[config.mk]
export PLATFORM = sky130hd
export DESIGN_NAME = uart_tx_scheduler_flat
export DESIGN_NICKNAME = d
export VERILOG_FILES = /design/src/rtl/uart_tx_scheduler_if.sv /design/src/rtl/uart_tx_scheduler.sv /design/src/flat_wrapper.sv
export SDC_FILE = /design/constraint.sdc
export NUM_CORES = 1
export LEC_CHECK = 0
export CAP_MARGIN = 20
export CORE_MARGIN = 2
export CORE_UTILIZATION = 25
export CTS_BUF_LIST = sky130_fd_sc_hd__clkbuf_4 sky130_fd_sc_hd__clkbuf_8
export DETAILED_ROUTE_END_ITERATION = 12
export PLACE_DENSITY = 0.5
export SYNTH_ARGS = -nofsm -noshare
export SYNTH_HDL_FRONTEND = slang
export SYNTH_SLANG_ARGS = --single-unit
[constraint.sdc]
create_clock -name I_sysclk -period 2.7 [get_ports I_sysclk]
set_input_delay 0.405 -clock I_sysclk [delete_from_list [all_inputs] [get_ports I_sysclk]]
set_output_delay 0.405 -clock I_sysclk [all_outputs]
set_load 0.01 [all_outputs]
[src/rtl/uart_tx_scheduler_if.sv]
// Byte handshake between the TX scheduler and the uiuart_tx driver.
interface uart_tx_scheduler_if;
    logic       O_tx_wreq;
    logic [7:0] O_tx_wdata;
    logic       I_tx_wbusy;

    modport master (output O_tx_wreq, output O_tx_wdata, input I_tx_wbusy);
    modport slave  (input O_tx_wreq, input O_tx_wdata, output I_tx_wbusy);
endinterface

[src/rtl/uart_tx_scheduler.sv]
// Shares one uiuart_tx between the RX echo FIFO and a 4-byte status-report frame,
// round-robin arbitrated, one byte per wreq/wbusy handshake.
module uart_tx_scheduler #(
    parameter int         FIFO_AW   = 2,
    parameter int         BUSY_TO   = 4,
    parameter logic [7:0] SYNC_BYTE = 8'hA5
) (
    input  logic                 I_sysclk,
    input  logic                 uart_rstn_i,
    input  logic                 I_echo_valid,
    input  logic [7:0]           I_echo_data,
    input  logic                 I_report_req,
    input  logic                 I_split_full_flag,
    input  logic [3:0]           I_screen_switch,
    uart_tx_scheduler_if.master  tx_if,
    output logic                 O_echo_drop,
    output logic                 O_report_busy,
    output logic [FIFO_AW:0]     O_fifo_level
);
    localparam int DEPTH = 1 << FIFO_AW;
    localparam int TO_W  = $clog2(BUSY_TO + 1);

    typedef enum logic [1:0] {
        S_IDLE    = 2'd0,
        S_ISSUE   = 2'd1,
        S_WAIT_HI = 2'd2,
        S_WAIT_LO = 2'd3
    } state_t;

    state_t             state_q, state_d;
    logic [7:0]         mem_q [DEPTH];
    logic [7:0]         mem_d [DEPTH];
    logic [FIFO_AW-1:0] wr_ptr_q, wr_ptr_d, rd_ptr_q, rd_ptr_d;
    logic [FIFO_AW:0]   level_q, level_d;
    logic               pend_q, pend_d, pend_split_q, pend_split_d;
    logic [3:0]         pend_screen_q, pend_screen_d, frm_screen_q, frm_screen_d;
    logic               frm_split_q, frm_split_d, in_frame_q, in_frame_d;
    logic [1:0]         idx_q, idx_d;
    logic               last_rep_q, last_rep_d;
    logic [TO_W-1:0]    to_cnt_q, to_cnt_d;
    logic               wreq_q, wreq_d, drop_q, drop_d, rbusy_q, rbusy_d;
    logic [7:0]         wdata_q, wdata_d;
    logic               pop_s, wr_ok_s, full_s, pend_clr_s, byte_done_s;

    // Checksum byte is the XOR of the mode and screen bytes.
    function automatic logic [7:0] frame_byte(input logic [1:0] idx, input logic split,
                                              input logic [3:0] screen);
        logic [7:0] b1, b2;
        b1 = {7'b0000000, split};
        b2 = {4'b0000, screen};
        case (idx)
            2'd0:    return SYNC_BYTE;
            2'd1:    return b1;
            2'd2:    return b2;
            2'd3:    return b1 ^ b2;
            default: return 8'h00;
        endcase
    endfunction

    // Next-state logic for arbitration, handshake sequencing, echo FIFO and report pending.
    always_comb begin
        state_d       = state_q;
        mem_d         = mem_q;
        wr_ptr_d      = wr_ptr_q;
        rd_ptr_d      = rd_ptr_q;
        pend_d        = pend_q;
        pend_split_d  = pend_split_q;
        pend_screen_d = pend_screen_q;
        frm_split_d   = frm_split_q;
        frm_screen_d  = frm_screen_q;
        in_frame_d    = in_frame_q;
        idx_d         = idx_q;
        last_rep_d    = last_rep_q;
        to_cnt_d      = to_cnt_q;
        wdata_d       = wdata_q;
        wreq_d        = 1'b0;
        pop_s         = 1'b0;
        pend_clr_s    = 1'b0;
        byte_done_s   = 1'b0;
        full_s        = (level_q == (FIFO_AW+1)'(DEPTH));

        case (state_q)
            S_IDLE: begin
                if (!tx_if.I_tx_wbusy && (level_q != '0) && (!pend_q || last_rep_q)) begin
                    pop_s      = 1'b1;
                    wdata_d    = mem_q[rd_ptr_q];
                    last_rep_d = 1'b0;
                    wreq_d     = 1'b1;
                    state_d    = S_ISSUE;
                end else if (!tx_if.I_tx_wbusy && pend_q) begin
                    frm_split_d  = pend_split_q;
                    frm_screen_d = pend_screen_q;
                    pend_clr_s   = 1'b1;
                    idx_d        = 2'd0;
                    in_frame_d   = 1'b1;
                    last_rep_d   = 1'b1;
                    wdata_d      = SYNC_BYTE;
                    wreq_d       = 1'b1;
                    state_d      = S_ISSUE;
                end else begin
                    state_d = S_IDLE;
                end
            end
            S_ISSUE: begin
                to_cnt_d = '0;
                state_d  = S_WAIT_HI;
            end
            S_WAIT_HI: begin
                if (tx_if.I_tx_wbusy) begin
                    state_d = S_WAIT_LO;
                end else if (to_cnt_q == TO_W'(BUSY_TO - 1)) begin
                    byte_done_s = 1'b1;
                end else begin
                    to_cnt_d = to_cnt_q + TO_W'(1);
                end
            end
            S_WAIT_LO: begin
                if (!tx_if.I_tx_wbusy) begin
                    byte_done_s = 1'b1;
                end else begin
                    state_d = S_WAIT_LO;
                end
            end
            default: state_d = S_IDLE;
        endcase

        // A silent driver (timeout) completes the byte exactly like a falling wbusy.
        if (byte_done_s && in_frame_q && (idx_q != 2'd3)) begin
            idx_d   = idx_q + 2'd1;
            wdata_d = frame_byte(idx_q + 2'd1, frm_split_q, frm_screen_q);
            wreq_d  = 1'b1;
            state_d = S_ISSUE;
        end else if (byte_done_s) begin
            in_frame_d = 1'b0;
            state_d    = S_IDLE;
        end else begin
            in_frame_d = in_frame_d;
        end

        wr_ok_s = I_echo_valid && (!full_s || pop_s);
        drop_d  = I_echo_valid && !wr_ok_s;
        if (wr_ok_s) begin
            mem_d[wr_ptr_q] = I_echo_data;
            wr_ptr_d        = wr_ptr_q + FIFO_AW'(1);
        end else begin
            wr_ptr_d = wr_ptr_q;
        end
        if (pop_s) begin
            rd_ptr_d = rd_ptr_q + FIFO_AW'(1);
        end else begin
            rd_ptr_d = rd_ptr_q;
        end
        level_d = level_q + (FIFO_AW+1)'(wr_ok_s) - (FIFO_AW+1)'(pop_s);

        // A request arriving at frame start becomes the next pending frame.
        if (I_report_req) begin
            pend_d        = 1'b1;
            pend_split_d  = I_split_full_flag;
            pend_screen_d = I_screen_switch;
        end else if (pend_clr_s) begin
            pend_d = 1'b0;
        end else begin
            pend_d = pend_q;
        end
        rbusy_d = pend_d | in_frame_d;
    end

    // State and output registers.
    always_ff @(posedge I_sysclk or negedge uart_rstn_i) begin
        if (!uart_rstn_i) begin
            state_q       <= S_IDLE;
            for (int i = 0; i < DEPTH; i++) mem_q[i] <= 8'h00;
            wr_ptr_q      <= '0;
            rd_ptr_q      <= '0;
            level_q       <= '0;
            pend_q        <= 1'b0;
            pend_split_q  <= 1'b0;
            pend_screen_q <= 4'h0;
            frm_split_q   <= 1'b0;
            frm_screen_q  <= 4'h0;
            in_frame_q    <= 1'b0;
            idx_q         <= 2'd0;
            last_rep_q    <= 1'b1;
            to_cnt_q      <= '0;
            wreq_q        <= 1'b0;
            wdata_q       <= 8'h00;
            drop_q        <= 1'b0;
            rbusy_q       <= 1'b0;
        end else begin
            state_q       <= state_d;
            mem_q         <= mem_d;
            wr_ptr_q      <= wr_ptr_d;
            rd_ptr_q      <= rd_ptr_d;
            level_q       <= level_d;
            pend_q        <= pend_d;
            pend_split_q  <= pend_split_d;
            pend_screen_q <= pend_screen_d;
            frm_split_q   <= frm_split_d;
            frm_screen_q  <= frm_screen_d;
            in_frame_q    <= in_frame_d;
            idx_q         <= idx_d;
            last_rep_q    <= last_rep_d;
            to_cnt_q      <= to_cnt_d;
            wreq_q        <= wreq_d;
            wdata_q       <= wdata_d;
            drop_q        <= drop_d;
            rbusy_q       <= rbusy_d;
        end
    end

    assign tx_if.O_tx_wreq  = wreq_q;
    assign tx_if.O_tx_wdata = wdata_q;
    assign O_echo_drop      = drop_q;
    assign O_report_busy    = rbusy_q;
    assign O_fifo_level     = level_q;
endmodule

[src/flat_wrapper.sv]
// flat-port wrapper written by rule: the top's interface ports become plain ports
module uart_tx_scheduler_flat 
#(
    parameter int         FIFO_AW   = 2,
    parameter int         BUSY_TO   = 4,
    parameter logic [7:0] SYNC_BYTE = 8'hA5
)
  (I_sysclk, uart_rstn_i, I_echo_valid, I_echo_data, I_report_req, I_split_full_flag, I_screen_switch, O_echo_drop, O_report_busy, O_fifo_level, tx_if_O_tx_wreq, tx_if_O_tx_wdata, tx_if_I_tx_wbusy);
  uart_tx_scheduler_if tx_if_i ();
  input  logic I_sysclk;
  input  logic uart_rstn_i;
  input  logic I_echo_valid;
  input  logic [7:0] I_echo_data;
  input  logic I_report_req;
  input  logic I_split_full_flag;
  input  logic [3:0] I_screen_switch;
  output logic O_echo_drop;
  output logic O_report_busy;
  output logic [FIFO_AW:0] O_fifo_level;
  output wire logic [$bits(tx_if_i.O_tx_wreq)-1:0] tx_if_O_tx_wreq;
  output wire logic [$bits(tx_if_i.O_tx_wdata)-1:0] tx_if_O_tx_wdata;
  input wire logic [$bits(tx_if_i.I_tx_wbusy)-1:0] tx_if_I_tx_wbusy;
  assign tx_if_O_tx_wreq = tx_if_i.O_tx_wreq;
  assign tx_if_O_tx_wdata = tx_if_i.O_tx_wdata;
  assign tx_if_i.I_tx_wbusy = tx_if_I_tx_wbusy;
  uart_tx_scheduler #(.FIFO_AW(FIFO_AW), .BUSY_TO(BUSY_TO), .SYNC_BYTE(SYNC_BYTE)) u_core (.I_sysclk(I_sysclk), .uart_rstn_i(uart_rstn_i), .I_echo_valid(I_echo_valid), .I_echo_data(I_echo_data), .I_report_req(I_report_req), .I_split_full_flag(I_split_full_flag), .I_screen_switch(I_screen_switch), .tx_if(tx_if_i), .O_echo_drop(O_echo_drop), .O_report_busy(O_report_busy), .O_fifo_level(O_fifo_level));
endmodule
After elaboration in Yosys (flattened, before gate mapping)
Index checks and enable logic that the tools add are counted.

operators by class
  multiply operators = 0
  shift-type cells = 0
  div/mod/pow operators = 0
  equal/unequal tests = 13
  reduce and logical (&&, ||, !) cells = 28
  magnitude comparators = 3
  bitwise operators = 5
  mux-type cells = 45
  $add $sub $neg = 6

operator list
  kind                   count
  $mux W8                7
  $bwmux W32             1
  $pmux W8 S4            1
  $mux W1                21
  $bmux W8 S2            1
  $demux W8 S2           1
  $mux W2                8
  $reduce_and A3 Y1      3
  $eq A2 B2 Y1 const B   4
  $logic_and A1 B1 Y1    8
  $ne A2 B2 Y1 const B   4
  $reduce_bool A2 Y1     4
  $add A2 B1 Y2 const B  3
  $ge A3 B3 Y1 const B   2
  $mux W3                2
  $not A2 Y3             2
  $pmux W2 S3            1
  $pmux W3 S2            1
  $reduce_bool A3 Y1     2
  $eq A2 B1 Y1 const B   2
  $logic_not A1 Y1       4
  $logic_not A2 Y1       2
  $ne A4 B1 Y1 const B   1
  $reduce_and A2 Y1      2
  12 further kinds       13

word-level totals
  memories kept = 0
  bits in writable memories = 0
  memory bits (read-only) = 0
  bits of input ports = 18
  output and inout bits = 14
  register bits after elaboration = 70
  latch bits = 0
  logic and storage cells = 121

Longest topological paths before layout
Gate-level depths: netlist (run 1).

  word-level depth = 9
  mapped depth = 9
  gate-level depth less buffers = 8

Worst setup path after synthesis (run 1)
No wires, ideal clock.

  path type = flip-flop to flip-flop
  start point = reg u_core.level_q[2], in the netlist u_core.O_fifo_level[2]
  end point = reg u_core.level_q[2], in the netlist u_core.O_fifo_level[2]
  slack = 461 ps
  setup time = 123 ps
  path buffers = 0
  period minus slack after synthesis = 2,239 ps
  cell stages (with the launch flop) = 9
  data required time = 2,577 ps
  arrival time = 2,117 ps
  path through = dfrtp_1 > or3_1 > nand4_1 > inv_1 > ha_1 > inv_1 > ha_1 > fa_1 > xnor2_1

on the way
  word-level cells in the longest chain between the ends = 9
  elaborated cells on any way between the ends = 11

RTL lines
  item                                line                      source
  start, declared                     uart_tx_scheduler.sv:34   logic [FIFO_AW:0] level_q, level_d;
  start signal, assigned              uart_tx_scheduler.sv:194  level_q <= level_d;
  $reduce_bool A3 Y1 *                uart_tx_scheduler.sv:84   if (!tx_if.I_tx_wbusy && (level_q != '0) && (!pend_q || last_rep_q)) begin
  $logic_and A1 B1 Y1 * (2 in a row)  uart_tx_scheduler.sv:84
  $mux W1 *                           uart_tx_scheduler.sv:84
  $mux W1 *                           uart_tx_scheduler.sv:82   case (state_q)
  net u_core.pop_s                    uart_tx_scheduler.sv:43   logic pop_s, wr_ok_s, full_s, pend_clr_s, byte_done_s;
  $logic_or A1 B1 Y1                  uart_tx_scheduler.sv:140  wr_ok_s = I_echo_valid && (!full_s || pop_s);
  $logic_and A1 B1 Y1                 uart_tx_scheduler.sv:140
  $add A3 B1 Y3                       uart_tx_scheduler.sv:153  level_d = level_q + (FIFO_AW+1)'(wr_ok_s) - (FIFO_AW+1)'(pop_s);
  $sub A3 B1 Y3 *                     uart_tx_scheduler.sv:153
  net u_core.level_d[2]               uart_tx_scheduler.sv:34

The timed path passes the listed nets; every way through them passes the cells marked *.
A chain may end at the register's enable or synchronous reset.

Worst setup path after layout (run 1)
  start point = in tx_if_I_tx_wbusy
  end point = reg u_core.mem_q[13] (netlist bit)

on the way
  word-level cells in the longest chain between the ends = 7

RTL lines
  item                              line                      source
  start, declared                   flat_wrapper.sv:22        input wire logic [$bits(tx_if_i.I_tx_wbusy)-1:0] tx_if_I_tx_wbusy;
  $logic_not A1 Y1                  uart_tx_scheduler.sv:84
  $logic_and A1 B1 Y1 (2 in a row)  uart_tx_scheduler.sv:84
  $mux W1                           uart_tx_scheduler.sv:84
  $mux W1                           uart_tx_scheduler.sv:82
  $logic_or A1 B1 Y1                uart_tx_scheduler.sv:140
  $logic_and A1 B1 Y1               uart_tx_scheduler.sv:140
  end signal, assigned              uart_tx_scheduler.sv:191  mem_q <= mem_d;
  end, declared                     uart_tx_scheduler.sv:31   logic [7:0] mem_q [DEPTH];

Every way passes these cells.

==> impl_metrics.tcl, run 1 <==
set metrics [dict create \
    status "finished clean" \
    cts_inserted_buffers 9 \
    drt_iter0_drc 74 \
    finalNetCount 310 \
    maxSlewViolCount 0 \
    grt_pass1_wl_mm 10.9 \
    top_layer "met4" \
    grt_max_degree 32 \
    htree_levels 3 \
    die_w_um 118 \
    clkPwrFrac_pct 18.7 \
    startpoint "tx_if_I_tx_wbusy" \
    fp.coreArea_um2 12700 \
    grt_pass1_vias 2137 \
    r2r_setup_slack_ns 0.55 \
    finalCriticalPeriod_ns 2.17 \
    gr-total-overflow 0 \
    fill_cells 1318 \
    netSwitchingFraction_pct 32.5 \
    setup_viol 0 \
    clk-insertion-delay-late_ns 0.35 \
    ant_nets 0 \
    grt.total_usage_pct 10.1 \
    yosysTopAreaCellShare_pct 52.8 \
    leakagePower_nw 1.69 \
    crit_arrival_ns 2.40 \
    drt-wirelength-per-cell_um 14.2 \
    ys_top_cells_by_count "dfrtp_1, mux2_2, inv_1" \
    die_area_um2 14000 \
    num_vias 1941 \
    wl_met1_mm 3.02 \
    clkTransAtPathRegs_ns 0.07 \
    gp_congestion 0.742 \
    hold_violations 0 \
    wl_met2_mm 3.03 \
    ys.warnings.count 0 \
    vdd_ir_drop_max_v 0.000306 \
    synth_fp_nets 267 \
    power.share.sequential_pct 43.3 \
    p_int_mw 2.97 \
    clock-root-buffer "clkbuf_8" \
    dr.pass1.iters 4 \
    worstMarginPinSlew_ns 0.645 \
    fin_crit_sh_pct 80.3 \
    viasPerCell 4.26 \
    instances_no_fill 456 \
    dp_cells 440 \
    start_util_pct 25.7 \
    async_flop_share_pct 100 \
    crit_path_end "u_core.mem_q[13]$_DFFE_PN0P_" \
    ios 32 \
    cts_tree "done" \
    grt_setup_unrepaired "false" \
    ctsResizeCount 0 \
    std_cell_rows 41 \
    synthFlopType "dfrtp_1" \
    portBuffers 31 \
    fmax_mhz 461 \
    ys_ff_latch 70 \
    antenna_found_initial 0 \
    power_density_nw_per_um2 1100 \
    maxCapViolCount 0 \
    synth.area.top_cells "dfrtp_1, mux2_2, mux4_2" \
    timing.rr.start "u_core.O_fifo_level[2]$_DFF_PN0_" \
    hold_ws_ns 0.0855 \
    power.switching_mw 1.43 \
    post_cts_buffers 0 \
    slew_headroom_pct 57.0 \
    min_path_type "in2async" \
    yosysTopAreaCell "dfrtp_1" \
    die_h_um 118 \
    required_ns 2.93 \
    fin_skew_ns 0.00831 \
    clock_sinks 70 \
    endpoint_kind "flip-flop" \
    synth_area_um2 3270 \
    r2r_cells 8 \
    yosysMostFrequentCell "dfrtp_1" \
    finalSetupTns_ns 0 \
    clockBufferDepth 2 \
    synth_edf_count 0 \
    area_growth_pct 22.7 \
    dr_wl_met3_um 305 \
    syn_avg_cell_area_um2 13.9 \
    startpoint_type "primary input" \
    drive_above_1_share_pct 32.0 \
    path_max_fanout 8 \
    worstReg2RegEnd "u_core.O_fifo_level[2]$_DFF_PN0_" \
    seq_area_frac_synth_pct 53.6 \
    drcViolationCount 0 \
    antenna_cells 0 \
    synthCells 236 \
    combPwrFrac_pct 38.0 \
    routed_wl_mm 6.48 \
    postCtsHoldBufs 0 \
    path_class "in2reg" \
    yosys.cell_types.count 44 \
    dpl.hpwl_mm 4.65 \
]
## metal layers
layer | global-route usage [%] | vias to the layer above
li1 | - | 935
met1 | 12.7 | 962
met2 | 15.7 | 34
met3 | 4.05 | 10
met4 | 3.79 | 0
met5 | 0 | -
## through the flow
stage / instance area (µm²) / util, % / setup WS, ns / total power [mW]
floorplan: 3270 / - / 0.461 / 3.09
global placement: 3820 / 30.0 / 0.178 / 3.60
detailed placement: 3820 / 30.0 / 0.158 / 3.65
CTS: 4010 / 31.6 / 0.519 / 4.50
global route: 4010 / 31.6 / 0.392 / 4.76
finish: 4010 / 31.6 / 0.533 / 4.41
## critical path, cell delays in order
cell             delay (ns)
clkdlybuf4s50_1        0.51
or3_4                  0.43
o2111a_1               0.26
buf_4                  0.21
nor2_8                 0.22
mux2_2                 0.36
## registers in the layout, indices dropped and copies added (netlist names)
name                     flops
u_core.mem_q                32
u_core.last_rep_q            1
u_core.tx_if.O_tx_wreq       1
u_core.O_report_busy         1
u_core.frm_screen_q          4
u_core.pend_screen_q         4
u_core.state_q               2
u_core.in_frame_q            1
u_core.tx_if.O_tx_wdata      8
u_core.O_fifo_level          3
u_core.rd_ptr_q              2
u_core.wr_ptr_q              2
u_core.to_cnt_q              3
u_core.O_echo_drop           1
u_core.frm_split_q           1
u_core.pend_split_q          1
u_core.idx_q                 2
u_core.pend_q                1
## power by group through the flow
stage / registers, mW / clock network, mW / logic (mW)
6_report: 1.91 / 0.823 / 1.67
5_1_grt: 2.00 / 0.902 / 1.86
4_1_cts: 1.92 / 0.860 / 1.71
3_5_place_dp: 1.94 / 0 / 1.71
3_3_place_gp: 1.93 / 0 / 1.67
2_1_floorplan: 1.80 / 0 / 1.28
## cell families (layout without fill, tap and decap cells)
kind of cell	Yosys count	in the layout	share of synthesized area [%]
flops	70	70	53.6
xor+xnor	6	6	1.61
mux	53	53	21.1
compound gates	28	28	6.62
simple gates	47	47	9.25
buf+inv	19	67	2.68
fa+ha+maj	13	13	5.20
## cell usage in the layout (no fill, tap or decap), types with 6 or more instances in the layout
master / netlist / final
buf_4: 0 / 6
clkdlybuf4s50_1: 0 / 30
nand2_1: 11 / 11
dfrtp_1: 69 / 69
inv_1: 13 / 13
clkbuf_8: 0 / 12
nor2_1: 11 / 11
mux2_2: 43 / 43
o21ai_0: 7 / 7
mux4_2: 8 / 8
ha_1: 12 / 12
## how the worst min path moves through the flow
stage	start	to	cells after the start	slack (ns)
3_5_place_dp	uart_rstn_i	u_core.to_cnt_q[0]$_DFFE_PN0P_	1	0.48
6_report	uart_rstn_i	u_core.O_fifo_level[2]$_DFF_PN0_	1	0.09
4_1_cts	uart_rstn_i	u_core.O_fifo_level[1]$_DFF_PN0_	1	0.09
3_3_place_gp	uart_rstn_i	u_core.to_cnt_q[0]$_DFFE_PN0P_	1	0.47
5_1_grt	uart_rstn_i	u_core.O_fifo_level[2]$_DFF_PN0_	1	0.11
2_1_floorplan	uart_rstn_i	u_core.O_echo_drop$_DFF_PN0_	0	0.11
## final cells by class
| class | count | area [µm²] | share of cell area [%] |
|---|---|---|---|
| inverter | 13 | 48.8 | 1.22 |
| timing repair buffer | 38 | 370 | 9.23 |
| sequential | 70 | 1750 | 43.7 |
| clock buffer | 16 | 195 | 4.86 |
| multi-input combinational | 147 | 1430 | 35.7 |
| tap | 172 | 215 | 5.36 |
No activity file was read; power rests on OpenSTA's default activity.
==> inputs of run 2 (changes only) <==
clock period = 2.1 ns   (was 2.7 ns; I/O delays follow)
==> run 2 against run 1 <==
Critical endpoint is now u_core.O_fifo_level[1]$_DFF_PN0_. Critical path type unchanged. Sequential power rose by 23%. Combinational power increased by 48%. Wire length grew 4.7%. Clock power rose by 49%. Clock skew is essentially flat.
==> impl_metrics.tcl, run 2 (same netlist as run 1, synthesis figures left out) <==
set metrics [dict create \
    status "finished clean" \
    crit_chain "clkdlybuf4s50_1, or3_4, o2111a_1, nand2b_4, inv_2, ha_4, fa_2" \
    grt_max_degree 71 \
    finalSetupTns_ns 0 \
    grt_setup_unrepaired "false" \
    r2r_setup_slack_ns 0.12 \
    viasPerCell 4.31 \
    ant_nets 0 \
    hold_ws_ns 0.503 \
    die_w_um 118 \
    path_max_fanout 2 \
    ios 32 \
    fill_cells 1296 \
    drt_iter0_drc 61 \
    dr.pass1.iters 4 \
    leakagePower_nw 1.76 \
    clk-insertion-delay-late_ns 0.35 \
    fmax_mhz 504 \
    antenna_found_initial 0 \
    htree_levels 3 \
    crit_arrival_ns 2.21 \
    gp_congestion 0.749 \
    clock_sinks 70 \
    dp_slack_ns -0.256 \
    grt_pass1_wl_mm 11.2 \
    finalNetCount 324 \
    worstMarginPinSlew_ns 0.473 \
    hold_violations 0 \
    cts_tree "done" \
    dpl.hpwl_mm 4.68 \
    worst_slack_ns 0.116 \
    die_h_um 118 \
    crit_path_max_incr_delay_ns 0.43 \
    path_class "in2reg" \
    fin_skew_ns 0.00835 \
    start_util_pct 25.7 \
    fin_util_pct 32.9 \
    die_area_um2 14000 \
    num_vias 2027 \
    dpl_cell_area_um2 3950 \
    endpoint_kind "flip-flop" \
    antenna_cells 0 \
    finalCriticalPeriod_ns 1.98 \
    setup_viol 0 \
    dp_cells 452 \
    portBuffers 31 \
    startpoint_type "primary input" \
    fin_area_um2 4190 \
    clkTransAtPathRegs_ns 0.08 \
    fp.coreArea_um2 12700 \
    largest_register_ffs 32 \
    clock-root-buffer "clkbuf_8" \
    final_common_cell "dfrtp_1" \
    min_path_type "in2async" \
    std_cell_rows 41 \
    routed_wl_mm 6.78 \
    slew_headroom_pct 68.5 \
    ctsResizeCount 0 \
    grt.total_usage_pct 10.4 \
    required_ns 2.33 \
    drt-wirelength-per-cell_um 14.4 \
    drcViolationCount 0 \
    grt_pass1_vias 2195 \
    area_growth_pct 28.1 \
    largest_register "u_core.mem_q" \
    vdd_ir_drop_max_v 0.000387 \
    final_cell_mix "dfrtp_1, mux2_2, clkdlybuf4s50_1" \
    fin_crit_sh_pct 94.5 \
    cts_inserted_buffers 9 \
    maxSlewViolCount 0 \
    power_density_nw_per_um2 1440 \
    r2r_cells 7 \
    instances_no_fill 470 \
    power.total_mw 6.04 \
    slowest_stage "clkdlybuf4s50_1" \
    clockBufferDepth 2 \
    maxCapViolCount 0 \
    gr-total-overflow 0 \
    drive_above_1_share_pct 37.2 \
]
[run 2: cell count changes in the layout (fill, tap and decap cells not counted), sizes merged]
cell,delta
buf,+13
clkinv,+2
clkbuf,-4
dlygate4sd3,+1
bufinv,+2
[run 2: layout make-up]
type,instances,area [µm²],share of cell area (%)
inverters,13,48.8,1.16
well taps,172,215,5.13
repair buffers,52,490,11.7
flip-flops and latches,70,1760,41.9
clock buffers,12,153,3.64
clock inverters,4,70.1,1.67
multi-input cells,147,1460,34.8
[run 2: final timing paths]
check | from | end
worst max-delay path | tx_if_I_tx_wbusy | u_core.O_fifo_level[1]$_DFF_PN0_
worst min-delay path | uart_rstn_i | u_core.O_echo_drop$_DFF_PN0_
worst max register to register | u_core.O_fifo_level[0]$_DFF_PN0_ | u_core.O_fifo_level[1]$_DFF_PN0_
worst min register to register | u_core.mem_q[0]$_DFFE_PN0P_ | u_core.mem_q[0]$_DFFE_PN0P_
max in group asynchronous | uart_rstn_i | u_core.mem_q[4]$_DFFE_PN0P_
min in group I_sysclk | u_core.mem_q[0]$_DFFE_PN0P_ | u_core.mem_q[0]$_DFFE_PN0P_
[run 2: layer usage]
| metal | share of wire [%] | vias up | track usage [%] |
|---|---|---|---|
| li1 | - | 959 | - |
| met1 | 47 | 1028 | 13.0 |
| met2 | 47 | 29 | 16.3 |
| met3 | 3.7 | 11 | 3.72 |
| met4 | 1.7 | 0 | 4.02 |
| met5 | 0 | - | 0 |
[run 2: power by group]
| group | total, mW | internal [mW] | switching (mW) | leakage [nW] |
|---|---|---|---|---|
| clock network | 1.23 | 0.724 | 0.503 | 0.117 |
| logic | 2.47 | 1.41 | 1.06 | 0.815 |
| registers | 2.34 | 1.97 | 0.370 | 0.832 |
[run 2: what timing repair did]
item | CTS | global route
hold buffers | 1 | 0
setup buffers | 0 | 1
setup endpoints to repair | 0 | 1
hold endpoints to repair | 54 | 0
[run 2: worst max-delay path, delay by kind of cell]
| kind | cells | cell delay [ns] |
|---|---|---|
| simple gates | 2 | 0.56 |
| fa+ha+maj | 2 | 0.54 |
| buf+inv | 2 | 0.49 |
| compound gates | 1 | 0.30 |
==> inputs of run 3 (changes only) <==
CAP_MARGIN = 40   (was 20)
PLACE_DENSITY = 0.52   (was 0.5)
SLEW_MARGIN = 0   (was not set)
clock period = 1.7 ns   (was 2.1 ns; I/O delays follow)
==> run 3 against run 2 <==
The flow now finishes with violations (negative setup slack). Largest cell class unchanged. Non-clock buffer count is 15 higher. Sequential cell count is the same. Highest routed layer unchanged. Critical path type is now reg2reg. Wire length rose by 4.4%. Largest power group unchanged. First-iteration DRC count up 100%. Register-to-register slack worse by 0.41 ns.
==> impl_metrics.tcl, run 3 (same netlist as run 1, synthesis figures left out) <==
set metrics [dict create \
    cp_num_buf_inv 2 \
    crit_arrival_ns 2.28 \
    worstMarginPinSlew_ns 0.487 \
    grt_max_degree 71 \
    combPwrFrac_pct 48.2 \
    cts_tree "done" \
    hold_violations 0 \
    dpl.hpwl_mm 4.83 \
    htree_levels 3 \
    required_ns 1.98 \
    netSwitchingFraction_pct 32.6 \
    dp_slack_ns -0.608 \
    path_max_fanout 2 \
    fill_cells 1275 \
    violations "negative setup slack" \
    dr.pass1.iters 4 \
    die_h_um 118 \
    clock_sinks 70 \
    routed_wl_mm 7.08 \
    fin_skew_ns 0.00998 \
    power.total_mw 8.02 \
    finalSetupTns_ns -5.89 \
    std_cell_rows 41 \
    finalNetCount 340 \
    crit_chain "or3_4, nand4_1, inv_2, ha_4, inv_2, ha_4, fa_2" \
    ios 32 \
    antenna_found_initial 0 \
    worst_slack_ns -0.297 \
    grt_pass1_wl_mm 12.2 \
    slowest_stage "fa_2" \
    cts_inserted_buffers 9 \
    setup_viol 35 \
    clkTransAtPathRegs_ns 0.07 \
    status "finished, violations left" \
    crit_family "adder cells" \
    fmax_mhz 501 \
    drcViolationCount 0 \
    r2r_setup_slack_ns -0.30 \
    fp.coreArea_um2 12700 \
    startpoint_type "flip-flop" \
    grt_setup_unrepaired "true" \
    largest_register_ffs 32 \
    clock-root-buffer "clkbuf_8" \
    gp_congestion 0.775 \
    fin_crit_sh_pct 117 \
    power_density_nw_per_um2 1770 \
    maxSlewViolCount 0 \
    die_area_um2 14000 \
    endpoint_kind "flip-flop" \
    maxCapViolCount 0 \
    final_cell_mix "dfrtp_1, mux2_4, buf_4" \
    antenna_cells 0 \
    num_vias 2087 \
    viasPerCell 4.31 \
    final_common_cell "dfrtp_1" \
    min_path_type "in2async" \
    path_class "reg2reg" \
    grt.total_usage_pct 11.2 \
    instances_no_fill 484 \
    area_growth_pct 38.3 \
    power.share.sequential_pct 36.5 \
    slew_headroom_pct 67.5 \
    drt_iter0_drc 125 \
    p_int_mw 5.40 \
    drt-wirelength-per-cell_um 14.6 \
    power.switching_mw 2.62 \
    grt_pass1_vias 2322 \
    ant_nets 0 \
    drive_above_1_share_pct 45.5 \
    portBuffers 31 \
    start_util_pct 25.7 \
    vdd_ir_drop_max_v 0.000548 \
    clkPwrFrac_pct 15.3 \
    leakagePower_nw 1.97 \
    clockBufferDepth 2 \
    die_w_um 118 \
    clk-insertion-delay-late_ns 0.35 \
    finalCriticalPeriod_ns 2.00 \
    crit_path_max_incr_delay_ns 0.51 \
    gr-total-overflow 0 \
    dp_cells 463 \
    largest_register "u_core.mem_q" \
]
## run 3: tightest hold or removal path, delay by kind of cell
kind	cells	cell delay (ns)
buf+inv	3	0.94
## run 3: final cells by class
cell class / instances / area (µm²) / share of cell area [%]
clock buffer: 13 / 173 / 3.82
clock inverter: 1 / 5.00 / 0.111
inverter: 13 / 48.8 / 1.08
multi-input combinational: 148 / 1690 / 37.3
sequential: 70 / 1760 / 38.8
tap: 172 / 215 / 4.76
timing repair buffer: 67 / 638 / 14.1
## run 3: what timing repair did
item | in CTS | in global routing
setup buffers | 27 | 4
gates cloned | 0 | 1
gates resized for setup | 15 | 17
hold buffers | 1 | 0
endpoints found under the hold margin | 69 | 0
pin swaps | 4 | 10
setup endpoints to repair | 40 | 52
## run 3: per-layer routing
metal	track usage [%]	vias up	wire (µm)
met2	17.4	34	3370
li1	-	987	-
met3	4.73	5	325
met5	0	-	0
met4	2.68	0	53
met1	14.4	1061	3330
## run 3: final timing paths
path / startpoint / end / depth (start not counted)
setup reg to reg: u_core.O_fifo_level[1]$_DFF_PN0_ / u_core.O_fifo_level[1]$_DFF_PN0_ / 7
hold / removal: uart_rstn_i / u_core.state_q[1]$_DFFE_PN0P_ / 3
hold reg to reg: u_core.to_cnt_q[2]$_DFFE_PN0P_ / u_core.to_cnt_q[2]$_DFFE_PN0P_ / 2
min in group I_sysclk: u_core.to_cnt_q[2]$_DFFE_PN0P_ / u_core.to_cnt_q[2]$_DFFE_PN0P_ / 2
setup / recovery: u_core.O_fifo_level[1]$_DFF_PN0_ / u_core.O_fifo_level[1]$_DFF_PN0_ / 7
max in group asynchronous: uart_rstn_i / u_core.last_rep_q$_DFFE_PN1P_ / 3
## run 3: through the flow
step / area, µm² / utilization [%] / hold slack [ns]
finish: 4520 / 35.6 / 0.445
CTS: 4430 / 34.8 / 0.468
global route: 4520 / 35.6 / 0.470
detailed placement: 4170 / 32.7 / 0.316
floorplan: 3420 / - / -0.0406
global placement: 4170 / 32.7 / 0.308
## run 3: power groups by stage
stage          combinational (mW)  sequential [mW]  clock [mW]
3_3_place_gp                 3.54             2.92           0
3_5_place_dp                 3.63             2.94           0
6_report                     3.86             2.93        1.23
5_1_grt                      4.20             3.04        1.35
2_1_floorplan                2.38             2.88           0
4_1_cts                      3.77             2.94        1.28
